### src/rtl/pcr_split_tree_ctrl.sv
// Sequencing controller for a 1-to-8 splitter tree: it routes the inlet to one outlet,
// then settles, meters the volume in pump pulses, flushes, and reports completion.
module pcr_split_tree_ctrl #(
   parameter int SETTLE_CYC = 4,
   parameter int FLUSH_CYC  = 2,
   parameter int VOL_W      = 8
) (
   input  logic             clk,
   input  logic             rst,
   input  logic             req_valid,
   output logic             req_ready,
   input  logic [2:0]       req_dest,
   input  logic [VOL_W-1:0] req_vol,
   input  logic             abort,
   output logic [6:0]       valve_en,
   output logic [6:0]       valve_sel,
   output logic             pump_en,
   output logic             busy,
   output logic             done,
   output logic [2:0]       done_dest,
   output logic             done_aborted,
   output logic [VOL_W-1:0] disp_cnt
);

   localparam int TMR_MAX = (SETTLE_CYC > FLUSH_CYC) ? SETTLE_CYC : FLUSH_CYC;
   localparam int TMR_W   = $clog2(TMR_MAX + 1);

   typedef enum logic [2:0] {
      ST_IDLE     = 3'd0,
      ST_SETTLE   = 3'd1,
      ST_DISPENSE = 3'd2,
      ST_FLUSH    = 3'd3,
      ST_DONE     = 3'd4
   } state_t;

   state_t           state_r, state_s;
   logic [2:0]       dest_r, dest_s;
   logic [VOL_W-1:0] vol_r, vol_s;
   logic [VOL_W-1:0] pulse_r, pulse_s;
   logic             aborted_r, aborted_s;
   logic [TMR_W-1:0] tmr_r, tmr_s;
   logic             open_s;

   // Heap-ordered path: root (node 1), then node 2+d[2], then node 4+2*d[2]+d[1].
   function automatic logic [6:0] path_en(input logic [2:0] d);
      return 7'd1
           | (7'd1 << (3'd1 + {2'b00, d[2]}))
           | (7'd1 << (3'd3 + {1'b0, d[2], 1'b0} + {2'b00, d[1]}));
   endfunction

   function automatic logic [6:0] path_sel(input logic [2:0] d);
      return {6'd0, d[2]}
           | ({6'd0, d[1]} << (3'd1 + {2'b00, d[2]}))
           | ({6'd0, d[0]} << (3'd3 + {1'b0, d[2], 1'b0} + {2'b00, d[1]}));
   endfunction

   // Next-state, request latching, settle/flush timing and pulse counting.
   always_comb begin
      state_s   = state_r;
      dest_s    = dest_r;
      vol_s     = vol_r;
      pulse_s   = pulse_r;
      aborted_s = aborted_r;
      tmr_s     = tmr_r;
      case (state_r)
         ST_IDLE: begin
            if (req_valid) begin
               dest_s    = req_dest;
               vol_s     = req_vol;
               pulse_s   = '0;
               aborted_s = 1'b0;
               tmr_s     = '0;
               if (req_vol == '0) begin
                  state_s = ST_DONE;
               end else begin
                  state_s = ST_SETTLE;
               end
            end else begin
               state_s = ST_IDLE;
            end
         end
         ST_SETTLE: begin
            if (abort) begin
               aborted_s = 1'b1;
               tmr_s     = '0;
               state_s   = ST_FLUSH;
            end else if (tmr_r == TMR_W'(SETTLE_CYC - 1)) begin
               tmr_s   = '0;
               state_s = ST_DISPENSE;
            end else begin
               tmr_s = tmr_r + TMR_W'(1);
            end
         end
         ST_DISPENSE: begin
            // The pulse of the current cycle counts even when abort arrives with it.
            pulse_s = pulse_r + VOL_W'(1);
            if (abort) begin
               aborted_s = 1'b1;
               tmr_s     = '0;
               state_s   = ST_FLUSH;
            end else if (pulse_s == vol_r) begin
               tmr_s   = '0;
               state_s = ST_FLUSH;
            end else begin
               state_s = ST_DISPENSE;
            end
         end
         ST_FLUSH: begin
            if (tmr_r == TMR_W'(FLUSH_CYC - 1)) begin
               tmr_s   = '0;
               state_s = ST_DONE;
            end else begin
               tmr_s = tmr_r + TMR_W'(1);
            end
         end
         ST_DONE: begin
            state_s = ST_IDLE;
         end
         default: begin
            state_s = ST_IDLE;
         end
      endcase
      open_s = (state_s == ST_SETTLE) || (state_s == ST_DISPENSE) || (state_s == ST_FLUSH);
   end

   // State, context and registered outputs derived from the upcoming state.
   always_ff @(posedge clk) begin
      if (rst) begin
         state_r      <= ST_IDLE;
         dest_r       <= 3'd0;
         vol_r        <= '0;
         pulse_r      <= '0;
         aborted_r    <= 1'b0;
         tmr_r        <= '0;
         req_ready    <= 1'b1;
         busy         <= 1'b0;
         valve_en     <= 7'd0;
         valve_sel    <= 7'd0;
         pump_en      <= 1'b0;
         done         <= 1'b0;
         done_dest    <= 3'd0;
         done_aborted <= 1'b0;
         disp_cnt     <= '0;
      end else begin
         state_r      <= state_s;
         dest_r       <= dest_s;
         vol_r        <= vol_s;
         pulse_r      <= pulse_s;
         aborted_r    <= aborted_s;
         tmr_r        <= tmr_s;
         req_ready    <= (state_s == ST_IDLE);
         busy         <= (state_s != ST_IDLE);
         valve_en     <= open_s ? path_en(dest_s) : 7'd0;
         valve_sel    <= open_s ? path_sel(dest_s) : 7'd0;
         pump_en      <= (state_s == ST_DISPENSE);
         done         <= (state_s == ST_DONE);
         done_dest    <= (state_s == ST_DONE) ? dest_s : 3'd0;
         done_aborted <= (state_s == ST_DONE) ? aborted_s : 1'b0;
         disp_cnt     <= (state_s == ST_DONE) ? pulse_s : '0;
      end
   end

endmodule

### config.mk
export PLATFORM = sky130hd
export DESIGN_NAME = pcr_split_tree_ctrl
export DESIGN_NICKNAME = d
export VERILOG_FILES = /design/src/rtl/pcr_split_tree_ctrl.sv
export SDC_FILE = /design/constraint.sdc
export NUM_CORES = 1
export LEC_CHECK = 0
export CAP_MARGIN = 20
export CORE_UTILIZATION = 48
export DETAILED_ROUTE_END_ITERATION = 6
export PLACE_DENSITY = 0.75
export REMOVE_ABC_BUFFERS = 1
export SLEW_MARGIN = 5
export SYNTH_ARGS = -nofsm -noshare
export SYNTH_HDL_FRONTEND = slang
export SYNTH_SLANG_ARGS = --single-unit
### constraint.sdc
create_clock -name clk -period 6.4 [get_ports clk]
set_input_delay 1.28 -clock clk [delete_from_list [all_inputs] [get_ports clk]]
set_output_delay 1.28 -clock clk [all_outputs]
set_load 0.01 [all_outputs]
**Word-level counts from Yosys, hierarchy flattened**

Cells that the tools add are included.

- Register bits: 56
- Input port bits: 15
- Output and inout bits: 30
- Logic and storage cells: 75

- Add/subtract/negate cells: 5
- Eq/ne operators: 12
- Shift operators: 4
- Mux-type cells: 22
- Bitwise logic cells: 5
- Reduce and logical (&&, ||, !) cells: 12

Operator list:

| kind | count |
|---|---|
| 3-bit 2-to-1 mux | 13 |
| 3-bit case mux with 4 select lines | 2 |
| 8-bit case mux with 2 select lines | 1 |
| 3-bit by 2-bit == test with 1-bit output, second input constant | 5 |
| 7-bit OR | 2 |
| 1-bit by 3-bit left shift with 7-bit output, first input constant | 2 |
| 3-bit by 1-bit == test with 1-bit output, second input constant | 3 |
| 8-bit by 1-bit adder with 8-bit output, second input constant | 1 |
| 8-bit == test | 1 |
| 8-bit zero test | 1 |
| 8-bit 2-to-1 mux | 1 |
| 1-bit by 7-bit OR with 7-bit output | 1 |
| 1-bit by 2-bit left shift with 7-bit output | 1 |
| 1-bit by 3-bit left shift with 7-bit output | 1 |
| 3-bit zero test | 2 |
| 2-bit OR reduction | 3 |
| 1-bit 2-to-1 mux | 4 |
| 4-bit nonzero test | 1 |
| 2-bit by 2-bit adder with 3-bit output, first input constant | 1 |
| 3-bit by 1-bit adder with 3-bit output | 1 |
| 3-bit by 1-bit adder with 3-bit output, second input constant | 1 |
| 3-bit == test, second input constant | 1 |
| 3-bit inequality test, second input constant | 1 |
| 3-bit AND reduction | 1 |
| other kinds (7) | 9 |

**Depth between registers and ports, before layout**

Gate-level depths: netlist (run 1).

- Depth in word-level cells: 10
- Mapped depth: 9
- Depth with buffers taken out: 8

**Least setup slack after synthesis (run 1)**

Ideal clock, no wire load.

- Path type: input-to-reg
- Start: input req_valid
- End: register valve_sel[3]
- Library setup time: 0.065 ns
- Data arrival time: 3.290 ns
- Data required time: 6.335 ns
- Path slack: 3.045 ns
- Cell stages on the path: 7
- Path buffers: 1
- Cells stage by stage: nor4b_1 -> clkbuf_1 -> mux2i_1 -> ha_1 -> nor4b_1 -> a21oi_1 -> nor2b_1

- Longest elaborated chain between the ends: 7
- Elaborated cells on any way between the ends: 18
- Those cells by class: 3 x add/sub; 3 x eq/ne; 2 x shift; 4 x mux; 3 x bitwise; 3 x reduce/logical

RTL lines:

| item | RTL line | source |
|---|---|---|
| from (decl) | 10 | `input logic req_valid,` |
| branches (longest 7 deep; another with 2-bit by 2-bit adder with 3-bit output) | n/a |  |
| to (signal assigned) | 154 | `valve_sel <= open_s ? path_sel(dest_s) : 7'd0;` |
| to (decl) | 16 | `output logic [6:0] valve_sel,` |

Parallel ways; which one is timed is not known.
A chain may end at the register's enable or synchronous reset.

**Worst setup path after layout (run 1)**

Same ends and word-level chain as after synthesis.

==> impl.org, run 1 <==
** Detailed routing
- Using the TritonRoute via totals, the vias-per-cell ratio works out to 5.38.
- The first detailed-routing pass ran for 4 iterations.
- Number of vias in the routed layout :: 1857
- Final antenna-violating net count :: 0
- In this run, the number of DRC markers left after iteration 0 of detailed routing was 71.
- Routed wire per std cell :: 13.6 um
- Total detailed-routing wirelength :: 4.71 mm
- DRC errors left :: 0

** Worst setup path
- Along the worst path, the maximum fanout reaches 12.
- Cell type of the slowest stage on the worst timing path :: sky130_fd_sc_hd__mux2i_1
- Start-to-end type of the worst setup path :: in -> reg
- Kind of launch point of the worst setup path :: input pin
- Element type at the critical path end :: register
- STA puts the critical path data arrival time at 3670 ps.
- The critical path goes through clkdlybuf4s50_1 -> nor4b_2 -> buf_4 -> mux2i_1 -> ha_1 -> nor4b_1 -> a21oi_1 -> nor2b_1.
- Required time of the worst setup path :: 6660 ps
- For this run, the slowest stage of the critical path takes 540 ps.
- The number of buffers and inverters on the critical path is 2.
- Family of cells with the greatest summed delay on the critical path :: buffers and inverters

** Final layout
- Layout cells sized above 1 :: 5.46%
- Number of nets in the final layout :: 318
- Once layout is complete, the utilization of the core stands at 64.0%.
- Post-route cell area :: 2830 um^2
- Antenna diode count :: 0
- After filler insertion, the fill cell instance count of the layout stands at 418.
- Compared with the post-synthesis result, the final layout area differs by 25.8%.
- Final standard cell count with taps included and fillers excluded :: 345

** Yosys
- Synthesis handed over a netlist of 251 instances.
- The synthesized design contains 0 enable-type register cells.
- The synthesized netlist contains 45 unique library cells.
- Largest cells by area after synthesis :: sky130_fd_sc_hd__dfxtp_1 (47%), sky130_fd_sc_hd__ha_1 (6.1%), sky130_fd_sc_hd__nor2_1 (4.8%)
- The largest total area in the synthesized netlist belongs to sky130_fd_sc_hd__dfxtp_1.
- After synthesis, flip-flops and latches occupy 47.2% of the total area.
- Async S/R FF share, synth :: 0%
- Of the post-synthesis cell area, the dominant cell type holds 47.2%.
- Most numerous cell in the Yosys netlist :: sky130_fd_sc_hd__dfxtp_1
- Average cell area after synthesis :: 8.95 um^2
- Top post-synthesis cells by count :: sky130_fd_sc_hd__dfxtp_1 (53), sky130_fd_sc_hd__nor2_1 (29), sky130_fd_sc_hd__nand2_1 (25)
- The cell area that synthesis handed to floorplanning was 2250 um^2.
- Dominant register cell in the synthesized netlist :: sky130_fd_sc_hd__dfxtp_1
- FF+latch count, synth :: 53
- For this run, the number of Yosys warnings is 0.

** Timing
- Total Negative Setup Slacks :: 0 ps
- On the final layout, the worst hold slack is 477 ps.
- Final period utilization :: 53.3%
- Worst clock skew on the final layout :: 13.1 ps
- Across all setup checks in the final design, the least slack found is 2990 ps.
- RSZ-0062 raised after global routing :: false
- After layout, the minimum clock period comes to 3410 ps.
- Derived from the worst setup path, the maximum achievable clock frequency is 293 MHz.
- Normalized max-slew margin :: 39.7%
- The number of failing hold endpoints at the final stage was 0.
- Transition time at the pin with the least slew margin :: 900 ps
- The final max-slew violation count was 0.
- Final setup violation count :: 0

** Die
- Area of the core :: 4410 um^2
- Number of top-level design ports :: 45
- Initial Util :: 50.9%
- Row generation in the floorplan step produced 24 rows.
- Die span in y :: 70.4 um
- Die footprint :: 4960 um^2
- In this run the horizontal extent of the chip is 70.4 um.

** GRT
- Via count of the first global-routing pass :: 1866
- Total overflow reported by the global router :: 0
- The first global-routing pass estimated 8.11 mm of wire.
- Total Routing Usage GR :: 20.7%
- Entering global routing, the biggest net connects 30 pins.
- Antenna violations before repair :: 0

** Placed design
- At the end of routability-driven placement, the weighted congestion stood at 0.797.
- Detailed placement ended at an HPWL of 3.28 mm.
- During placement, the flow inserted port buffers numbering 44.
- Cell count after placement :: 337
- Placed Area :: 2710 um^2
- Prior to clock tree synthesis, the placed netlist has a worst setup slack of 2660 ps.

** Clock network
- Post-CTS repair changed the size of 0 cells.
- Clock tree from TritonCTS :: done
- The clock drives 53 sinks.
- Clock-pin slew was measured on the worst setup and hold paths at 100 ps.
- Clock tree synthesis selected as its root buffer the cell sky130_fd_sc_hd__clkbuf_8.
- CTS buffer count :: 5
- No sink is reached through more buffers than the 2 on the longest clock path.
- Setup repair bufs after CTS :: 0
- Total number of H-tree levels :: 2
- Buffers inserted to repair hold after CTS numbered 0.
- Clock insertion delay at the later pin of the skew report :: 310 ps

** Power and ir drop
- Summing internal, switching and leakage power gives 0.718 mW.
- IR analysis of the VDD net gives a maximum drop of 0.165 mV.
- For this design the ratio of total power to cell area is 254 nW/um^2.
- Leakage :: 1.05 nW

** Job
- Maxcap violations :: 0

** Run status
- Status :: completed

** Worst hold path
- Worst hold path class :: reg -> reg
[final cells by class]
type	instances	area (um^2)	share of cell area, %
inverters	13	48.8	1.73
clock buffers	5	68.8	2.44
repair buffers	46	455	16.1
clock inverters	3	47.5	1.68
well taps	52	65.1	2.30
multi-input cells	173	1080	38.2
flip-flops and latches	53	1060	37.6
[worst min-delay path, delay by kind of cell, from the launching register on]
| family | cells | cell delay [ps] |
|---|---|---|
| flops | 1 | 330 |
| simple gates | 1 | 50 |
| compound gates | 1 | 50 |
[final timing paths]
| path | start | to | slack (ps) | depth (start not counted) |
|---|---|---|---|---|
| worst max-delay path | req_valid | valve_sel[3]$_SDFF_PP0_ | 2990 | 8 |
| worst min-delay path | vol_r[6]$_SDFFE_PP0P_ | vol_r[6]$_SDFFE_PP0P_ | 480 | 2 |
| worst max register to register | pulse_r[0]$_SDFF_PP0_ | tmr_r[1]$_SDFFE_PP0P_ | 3760 | 7 |
| worst min register to register | vol_r[6]$_SDFFE_PP0P_ | vol_r[6]$_SDFFE_PP0P_ | 480 | 2 |
[flip-flops by register name, summed over array words and instances, names as in the netlist, 3 cells and up]
register / cells
disp_cnt: 8
state_r: 3
valve_sel: 5
tmr_r: 3
pulse_r: 8
valve_en: 6
dest_r: 3
vol_r: 8
done_dest: 3
[metal layers]
metal / GRT usage (%) / wire length (um) / vias to the layer above
li1: - / - / 932
met1: 24.4 / 2140 / 870
met2: 35.6 / 2210 / 45
met3: 4.62 / 253 / 10
met4: 9.56 / 95 / 0
met5: 0 / 0 / -
[report_power, final]
group	switching, mW	internal [mW]	total (mW)
logic	0.0650	0.0556	0.121
clock network	0.116	0.119	0.236
registers	0.0137	0.348	0.362
total	0.195	0.523	0.718
[placed cells by master (no fill, tap or decap), types with 6 or more instances in the layout]
| cell type | Yosys | layout |
|---|---|---|
| sky130_fd_sc_hd__nand2_1 | 25 | 25 |
| sky130_fd_sc_hd__nor2_1 | 29 | 29 |
| sky130_fd_sc_hd__nor2b_1 | 6 | 6 |
| sky130_fd_sc_hd__dfxtp_1 | 53 | 53 |
| sky130_fd_sc_hd__o21ai_0 | 13 | 13 |
| sky130_fd_sc_hd__ha_1 | 11 | 11 |
| sky130_fd_sc_hd__xnor2_1 | 7 | 7 |
| sky130_fd_sc_hd__a21oi_1 | 18 | 18 |
| sky130_fd_sc_hd__inv_1 | 13 | 13 |
| sky130_fd_sc_hd__nand2b_1 | 6 | 6 |
| sky130_fd_sc_hd__clkdlybuf4s50_1 | 0 | 44 |
| sky130_fd_sc_hd__and2_1 | 7 | 7 |
[kinds of logic after synthesis]
group                    synth area share (%)
AO/OA/AOI/OAI                            14.2
XOR/XNOR                                 3.51
multiplexers                             1.34
buffers and inverters                    5.01
flip-flops                               47.2
AND/OR/NAND/NOR                          22.6
adder cells (fa/ha/maj)                  6.13
Note: power is estimated with default switching activity, not from simulation.
==> inputs of run 2 (changes only) <==
==> constraint.sdc (replaced) <==
create_clock -name clk -period 3.24 [get_ports clk]
set_input_delay 0.648 -clock clk [delete_from_list [all_inputs] [get_ports clk]]
set_output_delay 0.648 -clock clk [all_outputs]
set_load 0.01 [all_outputs]
==> run 2 against run 1 <==
  * Sequential power increased by 96%
  * Worst setup slack got worse by 2300 ps
  * Clock power increased by 73%
  * Die area unchanged
  * Register-to-register slack got worse by 3100 ps
  * Critical path depth decreased by 1
  * Sequential cell count unchanged
  * Wire length decreased by 2.0%
  * Final cell count increased by 1.2%
==> impl.org, run 2 (synthesis results as in run 1) <==
** Die
- Die footprint :: 4960 um^2 (unchanged)
- The die span in x is 70.4 um (unchanged).
- Number of top-level design ports :: 45 (unchanged)
- The effective utilization at floorplan came to 50.9% (unchanged).
- The row count is 24 (unchanged).
- Area of the core :: 4410 um^2 (unchanged)
- Die span in y :: 70.4 um (unchanged)

** Timing
- Normalized max-slew margin :: 60.2% (+21 points)
- The worst-margin pin slew came to 597 ps (-302 ps).
- RSZ-0062 raised after global routing :: false
- The number of failing hold endpoints at the final stage is 0 (unchanged).
- The final-layout setup total negative slack is 0 ps (unchanged).
- Final setup violation count :: 0 (unchanged)
- Final slew viol count :: 0 (unchanged)
- Maximum operating frequency :: 389 MHz
- Worst clock skew on the final layout :: 5.84 ps (-7.21 ps)
- The worst path in the final design needs a cycle of 2570 ps, including I/O delays and setup.
- Final period utilization :: 79.4%

** GRT
- The met1 track utilization from global routing came to 25.0% (+0.61 points).
- Fraction of met2 tracks used by global routing :: 32.2% (-3.4 points)
- The number of global-route vias before repair came to 1696 (-9.1%).
- The number of antenna violations at the first check in global routing came to 0 (unchanged).
- Pin count of the biggest net entering global routing :: 25 (-17%)
- The all-layer global routing usage was 19.6% (-1.2 points).
- Total overflow reported by the global router :: 0 (unchanged)
- The layer flagged by global routing as most heavily used is met2.
- The first-pass GRT wire length was 7.67 mm (-5.4%).
- GR Layer Usage met3 :: 4.62% (unchanged)

** Placed design
- Detailed placer's ending HPWL :: 3.32 mm (+1.5%)
- The number of port buffers was 44 (unchanged).
- Placed Area :: 2730 um^2 (+0.83%)
- The global placer's final weighted congestion is 0.813 (+2.0%).

** Clock network
- Clock tree root buffer cell :: sky130_fd_sc_hd__clkbuf_8
- Clock tree from TritonCTS :: done
- Total number of H-tree levels :: 2 (unchanged)
- Number of clock sinks seen by CTS :: 53 (unchanged)
- The number of hold buffers added after cts was 0 (unchanged).
- The clock insertion delay at the later pin of the skew report is 300 ps (about the same).
- The clock transition at the registers of the reported paths was 90 ps (about the same).
- The TritonCTS buffer count came to 5 (unchanged).
- Maximum clock path buffer count :: 2 (unchanged)
- The post-cts repair resize count was 0 (unchanged).
- The number of post-CTS setup repair buffers was 0 (unchanged).

** Power and ir drop
- The leakage power was 1.07 nW (+1.4%).
- P per Cell Area :: 482 nW/um^2 (+90%)
- The proportion of total power due to net switching was 26.9% (-0.30 points).
- Share of total power in combinational logic :: 18.5% (+1.7 points)
- Maximum ir drop on the vdd rail :: 0.290 mV (+75%)
- The clock power share came to 29.8% (-3.0 points).
- The proportion of power drawn by flip-flops and latches was 51.7% (+1.3 points).
- Switching pwr :: 0.368 mW (+89%)
- The internal power of the cells was 1.00 mW (+92%).

** Detailed routing
- Routed wire per std cell :: 13.2 um (-3.1%)
- Total detailed-routing wirelength :: 4.61 mm (-2.0%)
- The total iterations of the first detailed-routing run came to 4 (unchanged).
- The number of DRC violations after detailed-routing iteration 0 is 160 (+130%).
- Number of vias in the routed layout :: 1874 (+0.92%)
- Final antenna-violating net count :: 0 (unchanged)
- Via density per instance :: 5.37 (-0.24%)
- The post-detailed-route DRC marker count is 0 (unchanged).

** Final layout
- Antenna diode count :: 0 (unchanged)
- The total non-filler cell area in the finished layout came to 2840 um^2 (+0.58%).
- The largest registers in the layout are disp_cnt x8, pulse_r x8, vol_r x8.
- The fraction of layout cells with a size suffix above 1 was 6.73% (+1.3 points).
- The number of nets in the layout was 322 (+1.3%).
- Compared with the post-synthesis result, the final layout area differs by 26.5%.
- The top cell types in the final layout, fill and taps aside, are sky130_fd_sc_hd__dfxtp_1 (53), sky130_fd_sc_hd__clkdlybuf4s50_1 (44), sky130_fd_sc_hd__nor2_1 (29), sky130_fd_sc_hd__nand2_1 (25), sky130_fd_sc_hd__a21oi_1 (18).
- The layout filler cell count was 398 (-4.8%).
- Most common library cell in the layout ignoring fill and taps :: sky130_fd_sc_hd__dfxtp_1
- Area of the multi-input gates :: 1080 um^2 (unchanged)
- Combined flip-flop and latch cell area :: 1060 um^2 (unchanged)

** Worst setup path
- In this run the critical register-to-register path is launched from pulse_r[0]$_SDFF_PP0_.
- The arrival time reported for the critical path endpoint was 2770 ps (-900 ps).
- Kind of launch point of the worst setup path :: register
- Element type at the critical path end :: register
- Start-to-end type of the worst setup path :: reg -> reg
- Required time of the worst setup path :: 3430 ps (-3230 ps)
- Tracing the worst setup path back leads to its startpoint at pulse_r[0]$_SDFF_PP0_.
- Largest fanout of any net on the critical path :: 6 (-6)

** Worst hold path
- Worst hold path class :: reg -> reg
- The worst hold path begins at vol_r[6]$_SDFFE_PP0P_.

** Job
- The max-cap violation count is 0 (unchanged).

** Run status
- The flow ran to the end, and the final reports show no timing, DRC or antenna violations.
run 2: changes by cell type in the layout (fill, tap and decap cells not counted), sizes merged:
cell	change
buf	+4
clkbuf	+2
bufinv	-1
inv	-1
run 2: stage by stage:
| step | power, mW | std cells | utilization [%] | hold slack, ps | setup slack (ps) |
|---|---|---|---|---|---|
| finish | 1.37 | 349 | 64.4 | 470 | 667 |
| global route | 1.43 | 349 | 64.4 | 493 | 520 |
| CTS | 1.38 | 348 | 64.3 | 473 | 559 |
| detailed placement | 0.975 | 340 | 61.9 | 461 | 253 |
| global placement | 0.972 | 340 | 61.9 | 454 | 321 |
| floorplan | 0.862 | 239 | - | 435 | 9.65 |
run 2: worst max-delay path: stages (launching register included):
cell and delay [ps]:
sky130_fd_sc_hd__dfxtp_1 420, sky130_fd_sc_hd__ha_1 270, sky130_fd_sc_hd__nand2_1 150, sky130_fd_sc_hd__or3_1 390, sky130_fd_sc_hd__a221o_1 350, sky130_fd_sc_hd__a2111o_1 460
sky130_fd_sc_hd__a211oi_2 280, sky130_fd_sc_hd__o22ai_1 130
run 2: final timing paths:
check	end	cells past startpoint	slack, ps
max	tmr_r[1]$_SDFFE_PP0P_	7	670
max reg2reg	tmr_r[1]$_SDFFE_PP0P_	7	670
min	vol_r[6]$_SDFFE_PP0P_	2	470
min reg2reg	vol_r[6]$_SDFFE_PP0P_	2	470
run 2: layout make-up:
cell class | instances | area share [%]
clock inverters | 1 | 0.308
well taps | 52 | 2.29
multi-input cells | 173 | 38.0
repair buffers | 50 | 17.0
inverters | 13 | 1.72
clock buffers | 7 | 3.39
flip-flops and latches | 53 | 37.3
run 2: power groups by stage:
| stage | logic, mW | registers (mW) | clock network [mW] |
|---|---|---|---|
| floorplan | 0.131 | 0.731 | 0 |
| global placement | 0.249 | 0.723 | 0 |
| detailed placement | 0.251 | 0.723 | 0 |
| CTS | 0.253 | 0.709 | 0.417 |
| global route | 0.280 | 0.713 | 0.437 |
| finish | 0.254 | 0.708 | 0.408 |
run 2: layer usage:
metal | wire length (um) | up-vias
met4 | 62 | 0
met5 | 0 | -
met3 | 297 | 7
li1 | - | 941
met2 | 2160 | 63
met1 | 2090 | 863
==> inputs of run 3 (changes only) <==
--- a/config.mk
+++ b/config.mk
@@ -6,7 +6,7 @@
 export NUM_CORES = 1
 export LEC_CHECK = 0
 export CAP_MARGIN = 20
-export CORE_UTILIZATION = 48
+export CORE_UTILIZATION = 46
 export DETAILED_ROUTE_END_ITERATION = 6
 export PLACE_DENSITY = 0.75
 export REMOVE_ABC_BUFFERS = 1
==> constraint.sdc (replaced) <==
create_clock -name clk -period 2.1 [get_ports clk]
set_input_delay 0.42 -clock clk [delete_from_list [all_inputs] [get_ports clk]]
set_output_delay 0.42 -clock clk [all_outputs]
set_load 0.01 [all_outputs]
==> run 3 against run 2 <==
  * Die area up 4.2%
  * Register-to-register slack worse by 740 ps
  * Worst setup slack worse by 740 ps
  * Sequential cell count unchanged
  * Design area up 14%
  * Global-route usage up 2.3 points
  * The run now ends with negative setup slack left
  * Final cell count up 14%
  * Core utilization up 4.0 points
  * Fmax up 18%
  * Critical path depth unchanged
  * Via count up 11%
  * Critical path type unchanged
==> impl.org, run 3 (synthesis results as in run 1) <==
** Detailed routing
- The detailed-route via count was 2081 (+11%).
- The ratio of routed vias to standard cells is 5.24 (-2.4%).
- The number of nets with antenna violations after routing is 0 (unchanged).
- The total wire length was 5.37 mm (+16%).
- DRC errors left :: 0 (unchanged)
- Drt first pass iters :: 5 (+1)
- The number of DRC violations after detailed-routing iteration 0 was 224 (+40%).
- Routed wire per std cell :: 13.5 um (+2.3%)

** Worst setup path
- End point of the critical path :: pump_en$_SDFF_PP0_
- The data required time of the critical path is 2310 ps (-1120 ps).
- Beginning of the worst register-to-register path :: pulse_r[1]$_SDFF_PP0_
- Setup crit start :: pulse_r[1]$_SDFF_PP0_
- The worst reg-to-reg setup slack was -80 ps (-740 ps).
- The maximum fanout along the worst path was 2 (-4).
- Capturing point of the worst reg2reg path :: pump_en$_SDFF_PP0_
- Kind of launch point of the worst setup path :: register
- Start-to-end type of the worst setup path :: reg -> reg
- The arrival time reported for the critical path endpoint is 2390 ps (-380 ps).
- Element type at the critical path end :: register
- Number of cells traversed by the worst register-to-register path :: 7 (unchanged)

** Timing
- RSZ-0062 raised after global routing :: true
- Total Negative Setup Slacks :: -259 ps (-259 ps)
- The tightest slew margin relative to the limit is 66.0% (+5.8 points).
- Transition time at the pin with the least slew margin :: 508 ps (-89.1 ps)
- The minimum setup slack in the final design is -76.1 ps (-743 ps).
- The final-report setup violation count was 4 (+4).
- Final slew viol count :: 0 (unchanged)
- The worst clock skew came to 13.2 ps (+7.37 ps).
- Maximum operating frequency :: 460 MHz (+18%)
- The number of failing hold endpoints at the final stage came to 0 (unchanged).
- Clock period minus final worst setup slack :: 2180 ps (-397 ps)
- Final period utilization :: 104% (+24 points)

** GRT
- Via count of the first global-routing pass :: 1952 (+15%)
- The first-pass GRT wire length is 8.69 mm (+13%).
- The number of antenna violations at the first check in global routing came to 0 (unchanged).
- The all-layer global routing usage was 21.8% (+2.3 points).
- Total overflow reported by the global router :: 0 (unchanged)
- The largest net degree at the start of global routing is 29 (+16%).

** Clock network
- Clock tree from TritonCTS :: done
- The clock insertion delay at the later pin of the skew report was 310 ps (about the same).
- The cell sitting at the root of the clock tree is a sky130_fd_sc_hd__clkbuf_8.
- The TritonCTS buffer count was 5 (unchanged).
- The largest buffer count on any clock path was 2 (unchanged).
- The number of hold buffers added after cts was 0 (unchanged).
- The maximum level of the CTS H-tree was 2 (unchanged).
- The clock transition at the registers of the reported paths came to 110 ps (+20 ps).
- Number of clock sinks seen by CTS :: 53 (unchanged)

** Final layout
- The total inserted antenna cells was 0 (unchanged).
- Compared with the post-synthesis result, the final layout area differs by 43.8%.
- The layout filler cell count was 393 (-1.3%).
- The number of nets in the layout is 355 (+10%).
- The top cell types in the final layout, fill and taps aside, are sky130_fd_sc_hd__dfxtp_1 (50), sky130_fd_sc_hd__clkdlybuf4s50_1 (43), sky130_fd_sc_hd__buf_4 (37), sky130_fd_sc_hd__nor2_1 (29), sky130_fd_sc_hd__nand2_1 (24).
- Final standard cell count with taps included and fillers excluded :: 397 (+14%)
- The fraction of layout cells with a size suffix above 1 was 20.3% (+14 points).
- Regs by FF count :: disp_cnt x8, pulse_r x8, vol_r x8
- The library cell used most frequently in the layout, excluding fill and tap cells, is sky130_fd_sc_hd__dfxtp_1.
- Util after Layout :: 68.4% (+4.0 points)

** Die
- Row cnt :: 25 (+4.2%)
- Die footprint :: 5170 um^2 (+4.2%)
- The floorplan core area is 4720 um^2 (+7.0%).
- The effective utilization at floorplan was 47.5% (-3.3 points).
- Number of top-level design ports :: 45 (unchanged)
- The die span in x came to 71.9 um (+2.1%).
- Die span in y :: 71.9 um (+2.1%)

** Placed design
- The post-placement cell count came to 384 (+13%).
- Final weighted congestion in routability-driven placement :: 0.933 (+15%)
- I/O Buffers :: 44 (unchanged)
- Detailed placer's ending HPWL :: 3.72 mm (+12%)
- Pre-CTS WS :: -511 ps (-764 ps)

** Run status
- The final reports fail on negative setup slack.
- Status :: finished, violations left

** Power and ir drop
- Leakage :: 1.24 nW (+16%)
- Maximum ir drop on the vdd rail :: 0.429 mV (+48%)
- The overall power of the completed layout was 2.22 mW (+62%).
- The power density of the placed cells is 687 nW/um^2 (+43%).

** Job
- Maxcap violations :: 0 (unchanged)

** Worst hold path
- The tightest min-delay check is of the reg -> reg type.
==> run 3: changes by cell type in the layout (fill, tap and decap cells not counted), sizes merged <==
cell,previous run,this run
clkbuf,7,5
clkdlybuf4s50,44,43
inv,14,16
buf,6,39
dlygate4sd2,0,1
==> run 3: layout make-up <==
| class | instances | area, um^2 | area share [%] |
|---|---|---|---|
| clock inverters | 3 | 28.8 | 0.891 |
| well taps | 67 | 83.8 | 2.59 |
| multi-input cells | 173 | 1190 | 36.9 |
| clock buffers | 5 | 68.8 | 2.13 |
| inverters | 13 | 48.8 | 1.51 |
| flip-flops and latches | 53 | 1070 | 33.0 |
| repair buffers | 83 | 739 | 22.9 |
==> run 3: per-stage QoR <==
stage	area, um^2	hold slack (ps)
global route	3230	504
global placement	2970	459
CTS	3160	480
detailed placement	2970	464
floorplan	2180	435
finish	3230	480
==> run 3: what timing repair did <==
item / CTS / global route
resized for setup: 15 / 10
endpoints found under the setup margin: 16 / 22
pin swaps: 7 / 3
setup buffers: 4 / 1
==> run 3: critical path, stage by stage, from the launching register on <==
cell,delay [ps]
sky130_fd_sc_hd__dfxtp_2,370
sky130_fd_sc_hd__buf_6,110
sky130_fd_sc_hd__nand3_4,70
sky130_fd_sc_hd__or3_1,350
sky130_fd_sc_hd__a221o_1,330
sky130_fd_sc_hd__a2111o_1,430
sky130_fd_sc_hd__a21o_1,240
sky130_fd_sc_hd__and3_4,170
==> run 3: worst min path at each step <==
stage,startpoint,slack [ps],end,depth (start not counted)
finish,vol_r[3]$_SDFFE_PP0P_,480,vol_r[3]$_SDFFE_PP0P_,2
global route,vol_r[0]$_SDFFE_PP0P_,500,vol_r[0]$_SDFFE_PP0P_,2
CTS,vol_r[3]$_SDFFE_PP0P_,480,vol_r[3]$_SDFFE_PP0P_,2
detailed placement,vol_r[3]$_SDFFE_PP0P_,460,vol_r[3]$_SDFFE_PP0P_,2
global placement,vol_r[3]$_SDFFE_PP0P_,460,vol_r[3]$_SDFFE_PP0P_,2
floorplan,vol_r[6]$_SDFFE_PP0P_,440,vol_r[6]$_SDFFE_PP0P_,2
==> run 3: report_power, final <==
part | switching [mW] | internal, mW
logic | 0.255 | 0.254
clock network | 0.362 | 0.252
registers | 0.0366 | 1.06
==> run 3: per-layer routing <==
| layer | share of wire (%) | up-vias | GRT usage, % |
|---|---|---|---|
| met2 | 50 | 62 | 36.7 |
| met5 | 0 | - | 0 |
| li1 | - | 1015 | - |
| met1 | 44 | 991 | 25.6 |
| met4 | 1.7 | 0 | 10.0 |
| met3 | 4.2 | 13 | 6.47 |
